[config.mk]
export PLATFORM = sky130hd
export DESIGN_NAME = mem_port_arbiter
export DESIGN_NICKNAME = d
export VERILOG_FILES = /design/src/rtl/mem_port_arbiter.sv
export SDC_FILE = /design/constraint.sdc
export NUM_CORES = 1
export LEC_CHECK = 0
export BUFFER_PORTS_ARGS = -buffer_cell sky130_fd_sc_hd__buf_2
export CAP_MARGIN = 15
export CORE_ASPECT_RATIO = 1.2
export CORE_UTILIZATION = 44
export DETAILED_ROUTE_END_ITERATION = 10
export GPL_ROUTABILITY_DRIVEN = 0
export GPL_TIMING_DRIVEN = 1
export HOLD_SLACK_MARGIN = 0.15
export PLACE_DENSITY_LB_ADDON = 0.2
export SETUP_SLACK_MARGIN = 0.3
export SLEW_MARGIN = 30
export SYNTH_ARGS = -nofsm -noshare
export SYNTH_HDL_FRONTEND = slang
export SYNTH_SLANG_ARGS = --single-unit
[constraint.sdc]
create_clock -name i_clk -period 2.3 [get_ports i_clk]
set_input_delay 0.345 -clock i_clk [delete_from_list [all_inputs] [get_ports i_clk]]
set_output_delay 0.345 -clock i_clk [all_outputs]
set_load 0.01 [all_outputs]
[src/rtl/mem_port_arbiter.sv]
// rtl/mem_port_arbiter.sv - round-robin arbiter sharing one single-port memory among NREQ requesters
module mem_port_arbiter #(
  parameter int NREQ     = 2,
  parameter int AW       = 8,
  parameter int DW       = 32,
  parameter int WR_LIMIT = 128,
  parameter int RD_LAT   = 1
) (
  input  logic               i_clk,
  input  logic               i_rst,
  input  logic [NREQ-1:0]    i_req,
  input  logic [NREQ-1:0]    i_req_we,
  input  logic [NREQ*AW-1:0] i_req_addr,
  input  logic [NREQ*DW-1:0] i_req_wdata,
  output logic [NREQ-1:0]    o_gnt,
  output logic [NREQ-1:0]    o_rsp_valid,
  output logic               o_rsp_err,
  output logic [DW-1:0]      o_rsp_rdata,
  output logic               o_mem_rd_en,
  output logic               o_mem_wr_en,
  output logic [AW-1:0]      o_mem_addr,
  output logic [DW-1:0]      o_mem_wdata,
  input  logic [DW-1:0]      i_mem_rdata,
  output logic               o_busy
);

  localparam int PW = (NREQ > 1) ? $clog2(NREQ) : 1;
  localparam int CW = (RD_LAT > 1) ? $clog2(RD_LAT) : 1;
  // One extra bit so a limit equal to the full address space is representable.
  localparam logic [AW:0] LIMIT = (AW+1)'(WR_LIMIT);

  typedef enum logic [1:0] {
    S_IDLE,
    S_ISSUE,
    S_RD_WAIT
  } state_t;

  // Registered state
  state_t          r_state;
  logic [PW-1:0]   r_ptr;
  logic [PW-1:0]   r_cur;
  logic            r_we;
  logic            r_illegal;
  logic [CW-1:0]   r_cnt;
  logic [NREQ-1:0] r_gnt;
  logic [NREQ-1:0] r_rsp_valid;
  logic            r_rsp_err;
  logic [DW-1:0]   r_rsp_rdata;
  logic            r_mem_rd_en;
  logic            r_mem_wr_en;
  logic [AW-1:0]   r_mem_addr;
  logic [DW-1:0]   r_mem_wdata;

  // Next-state values
  state_t          w_state;
  logic [PW-1:0]   w_ptr;
  logic [PW-1:0]   w_cur;
  logic            w_we;
  logic            w_illegal;
  logic [CW-1:0]   w_cnt;
  logic [NREQ-1:0] w_gnt;
  logic [NREQ-1:0] w_rsp_valid;
  logic            w_rsp_err;
  logic [DW-1:0]   w_rsp_rdata;
  logic            w_mem_rd_en;
  logic            w_mem_wr_en;
  logic [AW-1:0]   w_mem_addr;
  logic [DW-1:0]   w_mem_wdata;

  // Arbitration result and the winner's request fields
  logic            w_any;
  logic [PW-1:0]   w_win;
  logic            w_sel_we;
  logic [AW-1:0]   w_sel_addr;
  logic [DW-1:0]   w_sel_wdata;
  logic            w_sel_illegal;

  // Requester index reached by stepping offs places past base, wrapping at NREQ.
  function automatic logic [PW-1:0] rr_index(input logic [PW-1:0] base, input int offs);
    int sum;
    sum = (int'(base) + offs) % NREQ;
    return PW'(sum);
  endfunction

  // Round-robin search: first active request at or after the pointer, with wrap.
  always_comb begin
    w_any = 1'b0;
    w_win = '0;
    for (int k = 0; k < NREQ; k++) begin
      if (!w_any && i_req[rr_index(r_ptr, k)]) begin
        w_any = 1'b1;
        w_win = rr_index(r_ptr, k);
      end
    end
  end

  assign w_sel_we      = i_req_we[w_win];
  assign w_sel_addr    = i_req_addr[int'(w_win)*AW +: AW];
  assign w_sel_wdata   = i_req_wdata[int'(w_win)*DW +: DW];
  // Writes at or above the limit are rejected and never reach the memory.
  assign w_sel_illegal = w_sel_we && ({1'b0, w_sel_addr} >= LIMIT);

  // Next-state and next-output logic; pulses default low, datapath holds.
  always_comb begin
    w_state     = r_state;
    w_ptr       = r_ptr;
    w_cur       = r_cur;
    w_we        = r_we;
    w_illegal   = r_illegal;
    w_cnt       = r_cnt;
    w_gnt       = '0;
    w_rsp_valid = '0;
    w_rsp_err   = 1'b0;
    w_rsp_rdata = r_rsp_rdata;
    w_mem_rd_en = 1'b0;
    w_mem_wr_en = 1'b0;
    w_mem_addr  = r_mem_addr;
    w_mem_wdata = r_mem_wdata;

    case (r_state)
      S_IDLE: begin
        if (w_any) begin
          w_gnt     = NREQ'(1) << w_win;
          w_ptr     = rr_index(w_win, 1);
          w_cur     = w_win;
          w_we      = w_sel_we;
          w_illegal = w_sel_illegal;
          if (!w_sel_illegal) begin
            w_mem_rd_en = ~w_sel_we;
            w_mem_wr_en = w_sel_we;
            w_mem_addr  = w_sel_addr;
            w_mem_wdata = w_sel_wdata;
          end
          w_state = S_ISSUE;
        end
      end

      S_ISSUE: begin
        if (r_we) begin
          // Writes (accepted or rejected) answer immediately.
          w_rsp_valid = NREQ'(1) << r_cur;
          w_rsp_err   = r_illegal;
          w_state     = S_IDLE;
        end else begin
          w_cnt   = CW'(RD_LAT - 1);
          w_state = S_RD_WAIT;
        end
      end

      S_RD_WAIT: begin
        if (r_cnt == '0) begin
          w_rsp_rdata = i_mem_rdata;
          w_rsp_valid = NREQ'(1) << r_cur;
          w_rsp_err   = 1'b0;
          w_state     = S_IDLE;
        end else begin
          w_cnt = r_cnt - 1'b1;
        end
      end

      default: begin
        w_state = S_IDLE;
      end
    endcase
  end

  // State and output registers; reset wins over any operation in flight.
  always_ff @(posedge i_clk) begin
    if (i_rst) begin
      r_state     <= S_IDLE;
      r_ptr       <= '0;
      r_cur       <= '0;
      r_we        <= 1'b0;
      r_illegal   <= 1'b0;
      r_cnt       <= '0;
      r_gnt       <= '0;
      r_rsp_valid <= '0;
      r_rsp_err   <= 1'b0;
      r_rsp_rdata <= '0;
      r_mem_rd_en <= 1'b0;
      r_mem_wr_en <= 1'b0;
      r_mem_addr  <= '0;
      r_mem_wdata <= '0;
    end else begin
      r_state     <= w_state;
      r_ptr       <= w_ptr;
      r_cur       <= w_cur;
      r_we        <= w_we;
      r_illegal   <= w_illegal;
      r_cnt       <= w_cnt;
      r_gnt       <= w_gnt;
      r_rsp_valid <= w_rsp_valid;
      r_rsp_err   <= w_rsp_err;
      r_rsp_rdata <= w_rsp_rdata;
      r_mem_rd_en <= w_mem_rd_en;
      r_mem_wr_en <= w_mem_wr_en;
      r_mem_addr  <= w_mem_addr;
      r_mem_wdata <= w_mem_wdata;
    end
  end

  assign o_gnt       = r_gnt;
  assign o_rsp_valid = r_rsp_valid;
  assign o_rsp_err   = r_rsp_err;
  assign o_rsp_rdata = r_rsp_rdata;
  assign o_mem_rd_en = r_mem_rd_en;
  assign o_mem_wr_en = r_mem_wr_en;
  assign o_mem_addr  = r_mem_addr;
  assign o_mem_wdata = r_mem_wdata;
  assign o_busy      = (r_state != S_IDLE);

endmodule

==> results of run 1 <==
sequential cells by signal (all words and copies together) (netlist names):
register / count
o_rsp_err: 1
r_illegal: 1
o_rsp_rdata: 32
r_ptr: 1
o_mem_wr_en: 1
o_rsp_valid: 2
r_state: 2
r_we: 1
o_mem_rd_en: 1
o_mem_wdata: 32
o_gnt: 2
o_mem_addr: 8
r_cur: 1
routing by layer:
layer	GRT usage	wire [um]	share of wire	vias up
li1	-	-	-	1675
met1	0.225	3540	0.42	1475
met2	0.378	4220	0.50	135
met3	0.0430	555	0.065	12
met4	0.112	162	0.019	0
met5	0	0	0	-
layout make-up:
class	count	area, um2	share of cell area
timing repair buffer	206	1070	0.229
clock buffer	10	128	0.0274
multi-input combinational	261	1530	0.328
tap	90	113	0.0241
sequential	85	1700	0.365
inverter	4	15.0	0.00322
clock inverter	6	111	0.0239
power by group through the flow:
stage / registers [uW] / logic [uW] / clock network (uW)
CTS: 1680 / 763 / 1270
detailed placement: 1710 / 762 / 0
finish: 1680 / 755 / 1240
global placement: 1710 / 741 / 0
global route: 1690 / 843 / 1350
floorplan: 1770 / 408 / 0
Yosys cell counts, types with 2 or more instances:
| library cell | number |
|---|---|
| a21oi_1 | 5 |
| nor2_1 | 78 |
| nand3b_1 | 3 |
| clkbuf_1 | 10 |
| mux2i_1 | 32 |
| inv_1 | 4 |
| buf_6 | 4 |
| buf_2 | 16 |
| a311oi_1 | 40 |
| nand2b_1 | 2 |
| nor3_1 | 2 |
| dfxtp_1 | 85 |
| nand2_1 | 79 |
| ha_1 | 3 |
| a21bo_2 | 3 |
| a211oi_1 | 3 |
tightest hold or removal path, stage by stage:
cell and delay (ns):
buf_2 0.07, mux2i_1 0.05, nor2_1 0.07
worst paths after layout:
check,depth (start not counted),endpoint,slack (ns),from
worst max-delay path,7,o_mem_addr[6],0.44,r_state[0]
worst min-delay path,3,o_rsp_rdata[18],0.23,i_mem_rdata[18]
worst max register to register,7,o_mem_addr[6],0.44,r_state[0]
worst min register to register,1,o_rsp_valid[0],0.49,r_cur
metrics by stage:
step | setup WS [ns] | instances
5_1_grt | 0.281 | 662
2_1_floorplan | 0.605 | 381
4_1_cts | 0.431 | 662
6_report | 0.438 | 662
3_5_place_dp | 0.425 | 646
3_3_place_gp | 0.564 | 646
logic make-up (layout without fill, tap and decap cells):
logic type | after synthesis | count (layout) | synth area share
AND/OR/NAND/NOR | 170 | 170 | 0.201
flip-flops | 85 | 85 | 0.499
AO/OA/AOI/OAI | 56 | 56 | 0.142
buffers and inverters | 35 | 226 | 0.0532
multiplexers | 32 | 32 | 0.0940
adder cells (fa/ha/maj) | 3 | 3 | 0.0110
==> impl_metrics.py, run 1 <==
metrics = {
    "outcome": {
        "status": "finished, final reports clean",
    },
    "clock_network": {
        "path_clk_slew_ns": 0.09,
        "cts-root-buf": "clkbuf_8",
        "cts-resized-gates": 0,
        "clock_path_buffers": 2,
        "postCtsHoldBufs": 0,
        "cts_tree": "yes",
        "cts_buffers": 9,
        "insertion_delay_ns": 0.34,
        "cts_sinks": 85,
        "post_cts.repair.setup_buffers": 0,
        "h-tree-depth": 3,
    },
    "final_layout": {
        "final_layout_size_suffix_gt1_frac": 0.399,
        "final_common_cell": "buf_2",
        "finalNetCount": 688,
        "syn_to_final_growth_pct": 36.9,
        "fin_util": 0.634,
        "num-fill-cells": 661,
        "antenna_cells": 0,
        "final_area_mm2": 0.00466,
        "final_cell_mix": "197 x buf_2, 85 x dfxtp_1, 79 x nand2_1",
    },
    "drt": {
        "avgViaCountPerCell": 4.98,
        "final_antenna_net_count": 0,
        "totalWireLength_um": 8480,
        "dr.first_iter.drc_count": 73,
        "drcViolationCount": 0,
        "dr.pass1.iters": 4,
        "wire_per_inst_um": 12.8,
        "vias": 3297,
    },
    "timing": {
        "setup_violations": 0,
        "relSlewSlack": 0.638,
        "fin_crit_ns": 1.86,
        "maxSlewViolCount": 0,
        "tightest_slew_ns": 0.543,
        "tns_ns": 0,
        "fin_crit_sh": 0.809,
        "whs_ns": 0.234,
        "finalHoldViolations": 0,
        "rsz0062_at_grt": "true",
        "fin_skew_ns": 0.00700,
        "max_freq_ghz": 0.537,
    },
    "setup_path": {
        "cp_slowest_stage_delay_ns": 0.32,
        "crit_slowest_cell": "dfxtp_1",
        "end_kind": "register",
        "start_kind": "register",
        "crit_required_ns": 2.55,
        "cp_top_family": "compound AO/OA/AOI/OAI gates",
        "critPathBufInv": 2,
        "worstPathCellList": "inv_1, ha_1, a21bo_2, o32ai_4, buf_12, nor2_1, a311oi_1",
        "arrival_ns": 2.11,
        "cp_max_fo": 61,
        "path_class": "reg -> reg",
    },
    "grt": {
        "track_usage": 0.211,
        "grt_pass1_vias": 3065,
        "grt_pass1_wl_um": 13100,
        "antenna_found_initial": 0,
        "grt_max_degree": 62,
        "grt_overflow_total": 0,
    },
    "pwr": {
        "switching_power_uw": 1000,
        "ir_drop_mv": 0.481,
        "powerDensity_mw_per_mm2": 788,
        "seq_power_share": 0.457,
        "power_uw": 3670,
        "p_sw_frac": 0.273,
        "p_leak_uw": 0.00224,
        "p_comb_frac": 0.206,
        "p_int_uw": 2670,
        "clkPwrFrac": 0.338,
    },
    "run": {
        "drv_cap": 0,
    },
    "floorplan": {
        "start_util": 0.463,
        "rows": 34,
        "fp.dieW_um": 82.3,
        "die_y_um": 98.4,
        "num_io_pins": 198,
        "coreArea_mm2": 0.00736,
        "dieArea_mm2": 0.00810,
    },
    "yosys": {
        "syn-num-nets": 502,
        "synthesis.area_mm2": 0.00341,
        "synth.distinct_cells": 28,
        "postSynthCellCount": 381,
        "ys_seq_area_frac": 0.499,
        "ys.flop_type": "dfxtp_1",
        "synth-edff-count": 0,
        "async_flop_share": 0,
        "synth_area_per_cell_um2": 8.94,
        "ys_seq_elements": 85,
        "synth_area_leaders": "dfxtp_1 50%, a311oi_1 10%, mux2i_1 9.4%",
        "yosysWarnings": 0,
        "synth_top_cell_area_share": 0.499,
        "synth_top_area_cell": "dfxtp_1",
    },
    "place": {
        "dp_hpwl_um": 6180,
        "port_buffers": 197,
        "postPlaceCellArea_mm2": 0.00442,
    },
    "min_path": {
        "hp-class": "in -> reg",
    },
}
No activity file was read; power rests on OpenSTA's default activity.
==> run 2, diff against run 1 <==
==> constraint.sdc (replaced) <==
create_clock -name i_clk -period 1.8 [get_ports i_clk]
set_input_delay 0.27 -clock i_clk [delete_from_list [all_inputs] [get_ports i_clk]]
set_output_delay 0.27 -clock i_clk [all_outputs]
set_load 0.01 [all_outputs]
==> impl_metrics.py, run 2 (synthesis results as in run 1) <==
metrics = {
    "timing": {
        "setup_violations": 1,
        "maxSlewViolCount": 0,
        "rsz0062_at_grt": "true",
        "relSlewSlack": 0.724,
        "finalHoldViolations": 0,
        "fin_crit_ns": 1.82,
        "final.setup.worst_slack_ns": -0.0239,
        "fin_skew_ns": 0.00997,
        "fin_crit_sh": 1.01,
        "tightest_slew_ns": 0.413,
        "max_freq_ghz": 0.548,
    },
    "final_layout": {
        "final_cell_mix": "196 x buf_2, 83 x dfxtp_1, 79 x nand2_1",
        "syn_to_final_growth_pct": 60.0,
        "num-fill-cells": 553,
        "final_common_cell": "buf_2",
        "fin_cells": 697,
        "finalNetCount": 723,
        "antenna_cells": 0,
        "final_layout_size_suffix_gt1_frac": 0.484,
    },
    "floorplan": {
        "dieArea_mm2": 0.00810,
        "die_y_um": 98.4,
        "rows": 34,
        "start_util": 0.463,
        "coreArea_mm2": 0.00736,
        "num_io_pins": 198,
        "fp.dieW_um": 82.3,
    },
    "outcome": {
        "status": "complete, but fails checks",
        "failed_checks": "negative setup slack",
    },
    "setup_path": {
        "timing.rr.start": "r_state[1]",
        "crit_slowest_cell": "dfxtp_2",
        "crit_required_ns": 2.05,
        "start_kind": "register",
        "critPathBufInv": 3,
        "path_class": "reg -> reg",
        "rrSetupSlack_ns": -0.02,
        "r2r-end": "o_mem_wdata[19]",
        "worstPathCellList": "inv_2, ha_4, a21bo_4, o32ai_4, buf_6, bufbuf_16, nor2_1, a311oi_1",
        "cp_max_fo": 7,
        "r2r_cells": 8,
        "end_kind": "register",
        "arrival_ns": 2.07,
        "cp_slowest_stage_delay_ns": 0.34,
        "cp_top_family": "compound AO/OA/AOI/OAI gates",
    },
    "drt": {
        "dr.first_iter.drc_count": 82,
        "avgViaCountPerCell": 5.05,
        "totalWireLength_um": 10400,
        "dr.pass1.iters": 4,
        "final_antenna_net_count": 0,
        "drcViolationCount": 0,
        "wire_per_inst_um": 14.9,
        "vias": 3520,
    },
    "pwr": {
        "clkPwrFrac": 0.269,
        "p_leak_uw": 0.00254,
        "p_comb_frac": 0.301,
        "seq_power_share": 0.430,
        "ir_drop_mv": 0.528,
        "p_sw_frac": 0.302,
        "power_uw": 5050,
        "p_int_uw": 3520,
        "switching_power_uw": 1530,
        "powerDensity_mw_per_mm2": 927,
    },
    "place": {
        "dp_hpwl_um": 6260,
        "port_buffers": 197,
        "dp_cells": 648,
    },
    "run": {
        "drv_cap": 0,
    },
    "grt": {
        "grt_overflow_total": 0,
        "track_usage": 0.234,
        "antenna_found_initial": 0,
        "grt_max_degree": 41,
        "grt_pass1_vias": 3240,
        "grt_pass1_wl_um": 14300,
    },
    "clock_network": {
        "cts_buffers": 9,
        "clock_path_buffers": 2,
        "path_clk_slew_ns": 0.09,
        "cts_sinks": 85,
        "h-tree-depth": 3,
        "insertion_delay_ns": 0.35,
        "cts_tree": "yes",
        "cts-root-buf": "clkbuf_8",
    },
    "min_path": {
        "hp-start": "i_mem_rdata[10]",
        "whs_path_depth": 3,
        "hold_path_end": "o_rsp_rdata[10]",
        "hp-class": "in -> reg",
    },
}
run 2: cell count changes in the layout (fill, tap and decap cells not counted), sizes merged, moves of 2 or more:
cell,previous run,this run
bufinv,3,1
buf,206,228
clkbuf,10,16
inv,4,6
dlygate4sd3,0,6
run 2: worst max-delay path by stage:
stage | from | end | slack (ns) | cells past startpoint
floorplan | r_state[1] | o_mem_wdata[19] | 0.17 | 7
global placement | r_state[1] | o_mem_wdata[27] | 0.11 | 7
detailed placement | r_state[1] | o_mem_wdata[3] | 0.009 | 7
CTS | r_state[1] | o_mem_wdata[3] | 0.07 | 9
global route | r_state[0] | o_mem_wdata[19] | -0.04 | 9
finish | r_state[1] | o_mem_wdata[19] | -0.02 | 8
run 2: stage by stage:
step / setup TNS, ns / hold slack, ns / setup slack, ns / cell area (um2) / util
after floorplan: 0 / 0.389 / 0.175 / 3430 / -
after global routing: -0.645 / 0.157 / -0.0418 / 5450 / 0.741
final: -0.0239 / 0.156 / -0.0239 / 5450 / 0.741
after detailed placement: 0 / 0.447 / 0.00945 / 4500 / 0.611
after global placement: 0 / 0.442 / 0.108 / 4500 / 0.611
after CTS: 0 / 0.151 / 0.0690 / 5120 / 0.695
run 2: tightest hold or removal path: stages:
cell,delay (ns)
buf_2,0.07
mux2i_1,0.05
nor2_1,0.07
run 2: per-layer routing:
| layer | vias up | global-route usage | share of wire |
|---|---|---|---|
| met2 | 162 | 0.423 | 0.52 |
| met4 | 0 | 0.105 | 0.022 |
| met3 | 21 | 0.0542 | 0.070 |
| li1 | 1754 | - | - |
| met1 | 1583 | 0.249 | 0.39 |
| met5 | - | 0 | 0 |
run 2: area by class of cell:
type	instances	area [um2]	area share
tap	90	113	0.0207
timing repair buffer	241	1670	0.307
multi-input combinational	261	1740	0.320
clock buffer	10	128	0.0234
clock inverter	6	71.3	0.0131
sequential	85	1700	0.313
inverter	4	17.5	0.00321
run 2: what timing repair did:
action / CTS / global route
cloned: 6 / 6
pin swaps: 3 / 6
setup endpoints to repair: 42 / 43
gates resized for setup: 24 / 36
endpoints found under the hold margin: 5 / 1
hold buffers: 5 / 1
buffers inserted: 14 / 1
run 2: power by group through the flow:
stage | logic, uW | registers (uW) | clock network [uW]
2_1_floorplan | 532 | 2260 | 0
3_3_place_gp | 974 | 2190 | 0
3_5_place_dp | 998 | 2190 | 0
4_1_cts | 1310 | 2150 | 1390
5_1_grt | 1640 | 2190 | 1470
6_report | 1520 | 2170 | 1360
